**config.mk**
```make
export PLATFORM = sky130hd
export DESIGN_NAME = hazard_forward_ctrl
export DESIGN_NICKNAME = d
export VERILOG_FILES = /design/src/rtl/hazard_forward_ctrl.sv
export SDC_FILE = /design/constraint.sdc
export NUM_CORES = 1
export LEC_CHECK = 0
export CAP_MARGIN = 20
export CORE_MARGIN = 8
export CORE_UTILIZATION = 48
export CTS_BUF_LIST = sky130_fd_sc_hd__clkbuf_4 sky130_fd_sc_hd__clkbuf_8
export CTS_CLUSTER_SIZE = 40
export DETAILED_ROUTE_END_ITERATION = 6
export PLACE_DENSITY = 0.76
export SYNTH_ARGS = -nofsm -noshare
export SYNTH_HDL_FRONTEND = slang
export SYNTH_SLANG_ARGS = --single-unit
```
**constraint.sdc**
```tcl
create_clock -name clock -period 6.1 [get_ports clock]
set_clock_uncertainty 0.15 [all_clocks]
set_input_delay 1.22 -clock clock [delete_from_list [all_inputs] [get_ports clock]]
set_output_delay 1.22 -clock clock [all_outputs]
set_load 0.005 [all_outputs]
```
**src/rtl/hazard_forward_ctrl.sv**
```systemverilog
// ID/EX hazard controller: operand forwarding selects, load-use stall/bubble,
// branch flush, memory-wait freeze and a saturating stall-cycle counter.
module hazard_forward_ctrl #(
    parameter int unsigned RA_W  = 3,
    parameter int unsigned CNT_W = 16
) (
    input  logic             clock,
    input  logic             reset,
    input  logic             id_valid,
    input  logic [1:0]       id_op1,
    input  logic [RA_W-1:0]  id_op2,
    input  logic [RA_W-1:0]  id_cond,
    input  logic [3:0]       id_op3,
    input  logic             ex_br_taken,
    input  logic             mem_wait,
    output logic             stall_ifid,
    output logic             bubble_ex,
    output logic [1:0]       fwd_a_sel,
    output logic [1:0]       fwd_b_sel,
    output logic [CNT_W-1:0] stall_cnt
);

    localparam logic [1:0] SEL_RF  = 2'b00;
    localparam logic [1:0] SEL_EXM = 2'b01;
    localparam logic [1:0] SEL_MWB = 2'b10;

    typedef enum logic {RUN, LUSTALL} state_t;

    typedef struct packed {
        logic            valid;
        logic            wr;
        logic            ld;
        logic [RA_W-1:0] dest;
    } hist_t;

    state_t state_q;
    hist_t  e_q;
    hist_t  m_q;
    hist_t  id_ent;

    logic dec_alu;
    logic dec_ld;
    logic dec_st;
    logic dec_br;
    logic dec_wr;
    logic dec_rda;
    logic dec_rdb;
    logic load_use;
    logic [1:0] sel_a;
    logic [1:0] sel_b;

    // EX result wins over MEM; a load still in EX cannot forward yet.
    function automatic logic [1:0] fwd_pick(input logic rd, input logic [RA_W-1:0] src,
                                            input hist_t e, input hist_t m);
        logic [1:0] sel;
        sel = SEL_RF;
        if (rd) begin
            if (e.valid && e.wr && e.dest == src)
                sel = SEL_EXM;
            else if (m.valid && (m.wr || m.ld) && m.dest == src)
                sel = SEL_MWB;
        end
        return sel;
    endfunction

    // Decode of the instruction currently in ID
    always_comb begin
        dec_alu = (id_op1 == 2'b11);
        dec_ld  = (id_op1 == 2'b00);
        dec_st  = (id_op1 == 2'b01);
        dec_br  = (id_op1 == 2'b10);
        dec_wr  = (dec_alu && id_op3 <= 4'd12 && id_op3 != 4'd5 && id_op3 != 4'd7)
                || (dec_br && id_op2 == RA_W'(1));
        dec_rda = (dec_alu && (id_op3 <= 4'd6 || id_op3 == 4'd13)) || dec_st;
        dec_rdb = (dec_alu && (id_op3 <= 4'd5 || (id_op3 >= 4'd8 && id_op3 <= 4'd11)))
                || dec_ld || dec_st
                || (dec_br && (id_op2 == RA_W'(1) || id_op2 == RA_W'(2) || id_op2 == RA_W'(6)));

        id_ent.valid = id_valid;
        id_ent.wr    = dec_wr;
        id_ent.ld    = dec_ld;
        id_ent.dest  = dec_ld ? id_op2 : id_cond;

        load_use = id_valid && e_q.valid && e_q.ld
                && ((dec_rda && e_q.dest == id_op2) || (dec_rdb && e_q.dest == id_cond));

        sel_a = fwd_pick(id_valid && dec_rda, id_op2, e_q, m_q);
        sel_b = fwd_pick(id_valid && dec_rdb, id_cond, e_q, m_q);
    end

    assign stall_ifid = !reset
                     && (mem_wait || (state_q == RUN && !ex_br_taken && load_use));

    // Pipeline history, FSM and registered outputs; mem_wait freezes everything
    always_ff @(posedge clock) begin
        if (reset) begin
            state_q   <= RUN;
            e_q       <= '0;
            m_q       <= '0;
            bubble_ex <= 1'b1;
            fwd_a_sel <= SEL_RF;
            fwd_b_sel <= SEL_RF;
            stall_cnt <= '0;
        end else if (!mem_wait) begin
            m_q <= e_q;
            if (ex_br_taken) begin
                state_q   <= RUN;
                e_q       <= '0;
                bubble_ex <= 1'b1;
                fwd_a_sel <= SEL_RF;
                fwd_b_sel <= SEL_RF;
            end else if (state_q == RUN && load_use) begin
                state_q   <= LUSTALL;
                e_q       <= '0;
                bubble_ex <= 1'b1;
                fwd_a_sel <= SEL_RF;
                fwd_b_sel <= SEL_RF;
                if (stall_cnt != {CNT_W{1'b1}})
                    stall_cnt <= stall_cnt + CNT_W'(1);
            end else begin
                state_q   <= RUN;
                e_q       <= id_ent;
                bubble_ex <= !id_valid;
                fwd_a_sel <= sel_a;
                fwd_b_sel <= sel_b;
            end
        end
    end

endmodule

```
# [Yosys cells after proc, flatten, opt, wreduce, memory -nomap -nowiden]
# Index checks and enable logic that the tools add are counted.
[op_classes] add_sub_neg=1 multipliers=0 n_div=0 n_lt_le_gt_ge=5 eq_ne=14 shift=0 mux=17 bitwise_logic=3 n_reduce_logical=42
[ops] op="1-bit logical AND" n=25
[ops] op="2-bit 2-to-1 mux" n=10
[ops] op="16-bit by 1-bit adder with 16-bit output, second input constant" n=1
[ops] op="16-bit != test, second input constant" n=1
[ops] op="3-bit == test" n=4
[ops] op="1-bit logical OR" n=12
[ops] op="6-bit 2-to-1 mux" n=2
[ops] op="4-bit by 3-bit less-or-equal comparator with 1-bit output, second input constant" n=2
[ops] op="4-bit less-or-equal comparator, second input constant" n=2
[ops] op="4-bit by 3-bit != test with 1-bit output, second input constant" n=2
[ops] op="2-bit == test, second input constant" n=2
[ops] op="4-bit == test, second input constant" n=1
[ops] op="4-bit greater-or-equal comparator, second input constant" n=1
[ops] op="1-bit 2-to-1 mux" n=4
[ops] op="4-bit AND reduction" n=1
[ops] op="3-bit by 1-bit == test with 1-bit output, second input constant" n=1
[ops] op="3-bit by 2-bit == test with 1-bit output, second input constant" n=1
[ops] op="3-bit == test, second input constant" n=1
[ops] op="1-bit zero test" n=3
[ops] op="3-bit 2-to-1 mux" n=1
[ops] op="1-bit inverter" n=3
[ops] op="2-bit by 1-bit == test with 1-bit output, second input constant" n=1
[ops] op="2-bit zero test" n=1
[word_totals] ff_bits=34 latch_bits=0 mem_bits_rw=0 rom_bits=0 input_bits=17 out_inout_bits=22 mem_count=0

# [Logic depth before layout (Yosys ltp)]
[logic_depth] ltp_word=13 mapped_depth=7 mapped_depth_nobuf=6

# [Worst setup path after synthesis]
# OpenSTA, ideal clock, no wires.
[synth_timing] path_type="input-to-output" start="in id_op3[1]" end="out stall_ifid" arrival_ns=2.400 slack_ns=2.330 stages=6 path_buffers=2 path_cell_list="o2111ai_1 -> o41ai_2 -> o22a_4 -> buf_6 -> buf_2 -> o41ai_1"
[synth_between] elab_chain_len=13
[synth_lines] element="from (decl)" line="13" rtl="input logic [3:0] id_op3,"
[synth_lines] element="4-bit greater-or-equal comparator or 4-bit less-or-equal comparator (tied branches)" line="75" rtl="dec_rdb = (dec_alu && (id_op3 <= 4'd5 || (id_op3 >= 4'd8 && id_op3 <= 4'd11)))"
[synth_lines] element="1-bit logical AND" line="75"
[synth_lines] element="1-bit logical OR" line="75"
[synth_lines] element="1-bit logical AND" line="75"
[synth_lines] element="1-bit logical OR (2 in a row)" line="76" rtl="|| dec_ld || dec_st"
[synth_lines] element="1-bit logical OR" line="77" rtl="|| (dec_br && (id_op2 == RA_W'(1) || id_op2 == RA_W'(2) || id_op2 == RA_W'(6)));"
[synth_lines] element="1-bit logical AND" line="85" rtl="&& ((dec_rda && e_q.dest == id_op2) || (dec_rdb && e_q.dest == id_cond));"
[synth_lines] element="1-bit logical OR (*)" line="85"
[synth_lines] element="1-bit logical AND (*)" line="85"
[synth_lines] element="1-bit logical AND (*)" line="92" rtl="&& (mem_wait || (state_q == RUN && !ex_br_taken && load_use));"
[synth_lines] element="1-bit logical OR (*)" line="92"
[synth_lines] element="1-bit logical AND (*)" line="92"
[synth_lines] element="to (decl)" line="16" rtl="output logic stall_ifid,"
# Mark *: on every way between the ends. The rest lies on a longest branch, timed or not.

# [Worst setup path in the final report]
[layout_timing] start="in id_op2[0]" end="out stall_ifid"
[layout_between] elab_chain_len=11
[layout_lines] element="from (decl)" line="11" rtl="input logic [RA_W-1:0] id_op2,"
[layout_lines] element="3-bit by 1-bit == test with 1-bit output or 3-bit by 2-bit == test with 1-bit output (tied branches)" line="77"
[layout_lines] element="1-bit logical OR (2 in a row)" line="77"
[layout_lines] element="1-bit logical AND" line="77"
[layout_lines] element="1-bit logical OR" line="77"
[layout_lines] element="1-bit logical AND" line="85"
[layout_lines] element="1-bit logical OR (*)" line="85"
[layout_lines] element="1-bit logical AND (*)" line="85"
[layout_lines] element="1-bit logical AND (*)" line="92"
[layout_lines] element="1-bit logical OR (*)" line="92"
[layout_lines] element="1-bit logical AND (*)" line="92"
# Marked as above.

==> run_results.csv <==
group,metric,value,unit
min_path,min_path_cells,2,
synthesis,avgSynthCellArea,8.75,sq um
clock_network,cts_buffers,5,
placement,placed_area,2250,sq um
timing,fmax,206,MHz
job,maxCapViolCount,0,
detailed_routing,post_drt_wl_per_cell,14.4,um
floorplan,ios,39,
setup_path,path_max_fanout,34,
setup_path,r2r_setup_slack,3.90,ns
timing,fin_crit_sh,79.6,%
synthesis,synthArstFlopShare,0,%
floorplan,num_rows,22,
clock_network,clkTransAtPathRegs,0.06,ns
synthesis,ys_ff_latch,34,
layout,area_growth,25.7,%
layout,layout-drive-gt1-share,6.48,%
timing,grt_setup_unrepaired,"no",
detailed_routing,drt-initial-drc-count,95,
clock_network,clkSinkCount,34,
timing,setup_viol,0,
detailed_routing,via_per_inst,5.83,
clock_network,hold_buffers,0,
outcome,status,"finished clean",
floorplan,core,3690,sq um
timing,holdWs,0.304,ns
pwr,power,0.000436,W
timing,relSlewSlack,48.3,%
layout,layout_common_cells,"38 x clkdlybuf4s50_1, 34 x dfxtp_1, 22 x nand2_1",
layout,layout_commonest_cell,"clkdlybuf4s50_1",
synthesis,ys_seq_area_share,36.7,%
global_routing,grt_max_degree,35,
pwr,vdd_ir_drop_max,0.147,mV
layout,diodes,0,
synthesis,synth_cell_types,49,
timing,fin_crit,4.86,ns
timing,tns,0,ns
pwr,power_density,187,nW/um^2
floorplan,fp.dieW,78.2,um
floorplan,dieArea,6110,sq um
synthesis,ys_warn_count,0,
layout,postLayoutCoreUtil,63.2,%
global_routing,grt_pass1_wl,7310,um
synthesis,synthCells,212,
timing,tightest_slew,0.773,ns
clock_network,post_cts_resized,0,
min_path,hp-start,"fwd_a_sel[1]",
setup_path,reg2reg_depth,5,
floorplan,die_h,78.2,um
global_routing,antenna_found_initial,0,
detailed_routing,drt_wl_total,4260,um
layout,fin_area,2330,sq um
detailed_routing,dr.pass1.iters,4,
timing,drv_slew,0,
placement,portBuffers,38,
setup_path,cp-start-kind,"primary input",
detailed_routing,drcViolationCount,0,
setup_path,arrival,3.49,ns
setup_path,worstSetupEndpointType,"output pin",
global_routing,grt_overflow,0,
min_path,hp-class,"reg2reg",
clock_network,cts_root_buf,"clkbuf_8",
synthesis,synth.cell_area,1850,sq um
placement,gp_congestion,0.821,
setup_path,rr_endpoint,"stall_cnt[12]",
layout,nFillCells,330,
detailed_routing,dr_total_vias,1721,
synthesis,synth-edff-count,0,
synthesis,ys.flop_type,"dfxtp_1",
synthesis,syn_nets,230,
min_path,whs_endpoint,"fwd_a_sel[1]",
layout,final_net_count,265,
placement,dp_hpwl,3200,um
setup_path,worstSetupPathType,"in2out",
clock_network,ctsLongestPathBuffers,2,
clock_network,clock_latency,0.28,ns
clock_network,cts-htree-levels,2,
timing,finalHoldViolCount,0,
setup_path,worstPathRequired,4.73,ns
detailed_routing,drtAntennaViolNets,0,
pwr,p_leak,0.809,nW
clock_network,cts_tree,"yes",
global_routing,grt_use_total,14.2,%
global_routing,grt_pass1_vias,1588,
clock_network,postCtsSetupRepairBufs,0,
floorplan,initial_utilization,50.3,%
setup_path,crit-reg2reg-launch,"e_q[5]",
[flip-flops by register name, indices dropped and copies added (netlist names)]
register and count:
fwd_b_sel 2, e_q 6, m_q 6, stall_cnt 16, fwd_a_sel 2, bubble_ex 1, state_q 1
[synth_stat cells (2+ instances only)]
cell       number  share of area, %
nor4_1          4               1.3
a21oi_1        11               3.0
nor3_1          4               1.1
o21ai_0        11               3.0
nand2b_1        4               1.3
nand2_1        22               4.5
nor2_1         10               2.0
nor2b_1         2              0.67
clkbuf_1        5               1.0
a211oi_1        2              0.81
o2111ai_1       2              0.94
and2_1          2              0.67
buf_2           2              0.54
xor2_1          6               2.8
xnor2_1         6               2.8
or4_1           8               3.2
o31ai_1        12               4.9
dfxtp_1        34                37
or3_1           6               2.0
and3_1          5               1.7
nand4_1         4               1.3
and4_1          3               1.4
buf_1           2              0.41
mux2i_1        10               5.4
inv_1           3              0.61
nand3_1         9               2.4
[worst max-delay path, stage by stage]
cell,delay (ns)
clkdlybuf4s50_1,0.57
nor3b_2,0.26
o41ai_2,0.13
o22a_4,0.33
o41ai_1,0.38
clkdlybuf4s50_1,0.59
[final cells by class]
| cell class | count | area (sq um) | area share, % |
|---|---|---|---|
| Inverter | 3 | 11.3 | 0.483 |
| Clock buffer | 7 | 83.8 | 3.60 |
| Multi-Input combinational cell | 164 | 1110 | 47.5 |
| Tap cell | 48 | 60.1 | 2.58 |
| Sequential cell | 34 | 681 | 29.2 |
| Timing Repair Buffer | 39 | 388 | 16.6 |
[kinds of logic (layout without fill, tap and decap cells)]
kind of cell / Yosys count / in the layout / share of synthesized area [%]
flip-flops: 34 / 34 / 36.7
AND/OR/NAND/NOR: 90 / 90 / 28.4
multiplexers: 11 / 11 / 6.01
XOR/XNOR: 12 / 12 / 5.67
adder cells (fa/ha/maj): 1 / 1 / 0.675
buffers and inverters: 14 / 49 / 3.58
AO/OA/AOI/OAI: 50 / 50 / 19.0
[power by group]
part / internal (W) / total, W / leakage, nW / switching, W
Clock: 0.0000873 / 0.000162 / 0.0452 / 0.0000746
Sequential: 0.000224 / 0.000227 / 0.275 / 0.00000263
Combinational: 0.0000218 / 0.0000473 / 0.489 / 0.0000254
Total: 0.000334 / 0.000436 / 0.809 / 0.000103
[metal layers]
| metal | share of wire [%] | up-vias | global-route usage [%] | routed length (um) |
|---|---|---|---|---|
| li1 | - | 869 | - | - |
| met1 | 45 | 797 | 17.6 | 1900 |
| met2 | 47 | 48 | 22.0 | 2010 |
| met3 | 6.5 | 7 | 4.44 | 276 |
| met4 | 1.6 | 0 | 6.48 | 68 |
| met5 | 0 | - | 0 | 0 |
[through the flow]
step / std cells / worst slack (ns)
after floorplan: 212 / 2.33
after global placement: 288 / 1.35
after detailed placement: 288 / 1.25
after CTS: 295 / 1.25
after global routing: 295 / 1.17
final: 295 / 1.24
[worst max-delay path by stage]
stage          slack [ns]    endpoint  cells after the start  startpoint
2_1_floorplan        2.33  stall_ifid                      6   id_op3[1]
3_5_place_dp         1.25  stall_ifid                      6   id_op2[0]
3_3_place_gp         1.35  stall_ifid                      6   id_op2[0]
5_1_grt              1.17  stall_ifid                      6   id_op2[0]
6_report             1.24  stall_ifid                      6   id_op2[0]
4_1_cts              1.25  stall_ifid                      6   id_op2[0]
Power figures use the tool's default switching activity.
==> edit (same settings) <==
`CNT_W`: 16 -> 14.
--- a/src/rtl/hazard_forward_ctrl.sv
+++ b/src/rtl/hazard_forward_ctrl.sv
@@ -2,7 +2,7 @@
 // branch flush, memory-wait freeze and a saturating stall-cycle counter.
 module hazard_forward_ctrl #(
     parameter int unsigned RA_W  = 3,
-    parameter int unsigned CNT_W = 16
+    parameter int unsigned CNT_W = 14
 ) (
     input  logic             clock,
     input  logic             reset,
Ports: changed (resized stall_cnt); port bits go from 39 to 37. The function was not compared with the original's and may differ.
==> edit against the original RTL <==
Sequential share of layout area is 0.34 points higher. Routed wire length shrank 1.4%. Core utilization rose by 0.78 points. Total power down 7.7%. Synthesized area down 7.4%. Cell area decreased by 7.0%. Setup slack got worse by 0.43 ns. Via count fell by 5.6%. Sequential cell count fell by 2.
==> edit: results (changes against the original RTL) <==
Parameter                              Value

Worst setup path
  R2R Setup Slk ... 3.88 ns (was 3.90 ns)
  Crit path DAT ... 3.92 ns (was 3.49 ns)

Power and ir drop
  Post-route total power ... 0.403 mW (was 0.436 mW)
  Worst vdd rail ir drop ... 150 uV (was 147 uV)
  P_sw ... 0.104 mW (was 0.103 mW)
  Share of total power in the clock network ... 0.351 (was 0.371)
  LEAKAGE ... 0.779 nW (was 0.809 nW)

Placed design
  Count of buffers inserted at the top-level ports ... 36 (was 38)
  Routability congestion estimate from global placement ... 0.835 (was 0.821)
  Post-Place Worst Slack ... 0.809 ns (was 1.25 ns)

GRT
  First-pass GRT wire length ... 6940 um (was 7310 um)
  Aggregate global-route resource usage ... 0.161 (was 0.142)
  Largest net degree at the start of global routing ... 29 (was 35)
  Number of global-route vias before repair ... 1,502 (was 1,588)
  GRT met2 Usage ... 0.239 (was 0.220)
  Met1 GRT Util ... 0.204 (was 0.176)

STA
  Worst Tran Pin Value ... 0.795 ns (was 0.773 ns)
  Worst-case hold slack ... 0.310 ns (was 0.304 ns)

Logic synthesis
  Top area cells in the synthesized netlist ... sky130_fd_sc_hd__dfxtp_1 37%, sky130_fd_sc_hd__mux2i_1 5.2%, sky130_fd_sc_hd__o21ai_0 5.0% (was sky130_fd_sc_hd__dfxtp_1 37%, sky130_fd_sc_hd__mux2i_1 5.4%, sky130_fd_sc_hd__o31ai_1 4.9%)
  Top cell types by occurrence after synthesis ... 32 x sky130_fd_sc_hd__dfxtp_1, 17 x sky130_fd_sc_hd__nand2_1, 17 x sky130_fd_sc_hd__o21ai_0 (was 34 x sky130_fd_sc_hd__dfxtp_1, 22 x sky130_fd_sc_hd__nand2_1, 12 x sky130_fd_sc_hd__o31ai_1)
  Syn_nets ... 219 (was 230)
  Count of cell types in the netlist ... 44 (was 49)
  Part of the Yosys area used for sequential elements ... 0.373 (was 0.367)

Routing
  Met1 routed wirelength after detailed routing ... 2020 um (was 1900 um)
  DRC marker count from the first detailed-route iteration ... 102 (was 95)
  Via total after detailed routing ... 1,625 (was 1,721)
  Final WL ... 4200 um (was 4260 um)
  Met3 routed WL ... 207 um (was 276 um)

Cells and area
  Largest registers ... stall_cnt x14, e_q x6, m_q x6 (was stall_cnt x16, e_q x6, m_q x6)
  Fillers ... 282 (was 330)
  Layout cells sized above 1 ... 0.0837 (was 0.0648)
  Nets@finish ... 256 (was 265)

Status
  Run status ... complete, no violations (unchanged)

CTS
  Cell at the root of the clock tree ... sky130_fd_sc_hd__clkbuf_4 (was sky130_fd_sc_hd__clkbuf_8)

Min path
  Start point of the worst min-delay path ... bubble_ex$_SDFFE_PP1N_ (was fwd_a_sel[1]$_SDFFE_PP0N_)
-- edit: cell count changes in the layout (fill, tap and decap cells not counted), moves of 5 or more --
cell and change:
sky130_fd_sc_hd__clkbuf_4 +5, sky130_fd_sc_hd__nand2_1 -5, sky130_fd_sc_hd__nand4_1 +6, sky130_fd_sc_hd__nor2_1 +5, sky130_fd_sc_hd__o21ai_0 +6, sky130_fd_sc_hd__o31ai_1 -8
-- edit: worst max-delay path, cell delays in order --
cell and delay [ns]:
sky130_fd_sc_hd__clkdlybuf4s50_1 0.58, sky130_fd_sc_hd__inv_1 0.08, sky130_fd_sc_hd__o41ai_2 0.43, sky130_fd_sc_hd__o22a_1 0.71, sky130_fd_sc_hd__nor2_1 0.24, sky130_fd_sc_hd__a21o_1 0.21
sky130_fd_sc_hd__clkdlybuf4s50_1 0.44
-- edit: final cells by class --
cell class | instances | share of cell area
clock buffers | 8 | 0.0306
repair buffers | 38 | 0.173
multi-input cells | 158 | 0.469
well taps | 46 | 0.0265
flip-flops and latches | 32 | 0.295
inverters | 3 | 0.00519
-- edit: cell families after synthesis --
group / Yosys count / share of synthesized area
DFF: 32 / 0.373
and+or+nand+nor: 87 / 0.272
muxes: 12 / 0.0722
adders and majority gates: 1 / 0.00729
AOI/OAI and AO/OA: 46 / 0.180
xor gates and xnor gates: 12 / 0.0612
buffers and inverters: 11 / 0.0343
-- edit: metrics by stage --
stage | cell area (um^2) | std cells
final | 2170 | 285
after global placement | 2100 | 277
after global routing | 2170 | 285
after detailed placement | 2100 | 277
after CTS | 2170 | 285
after floorplan | 1720 | 201
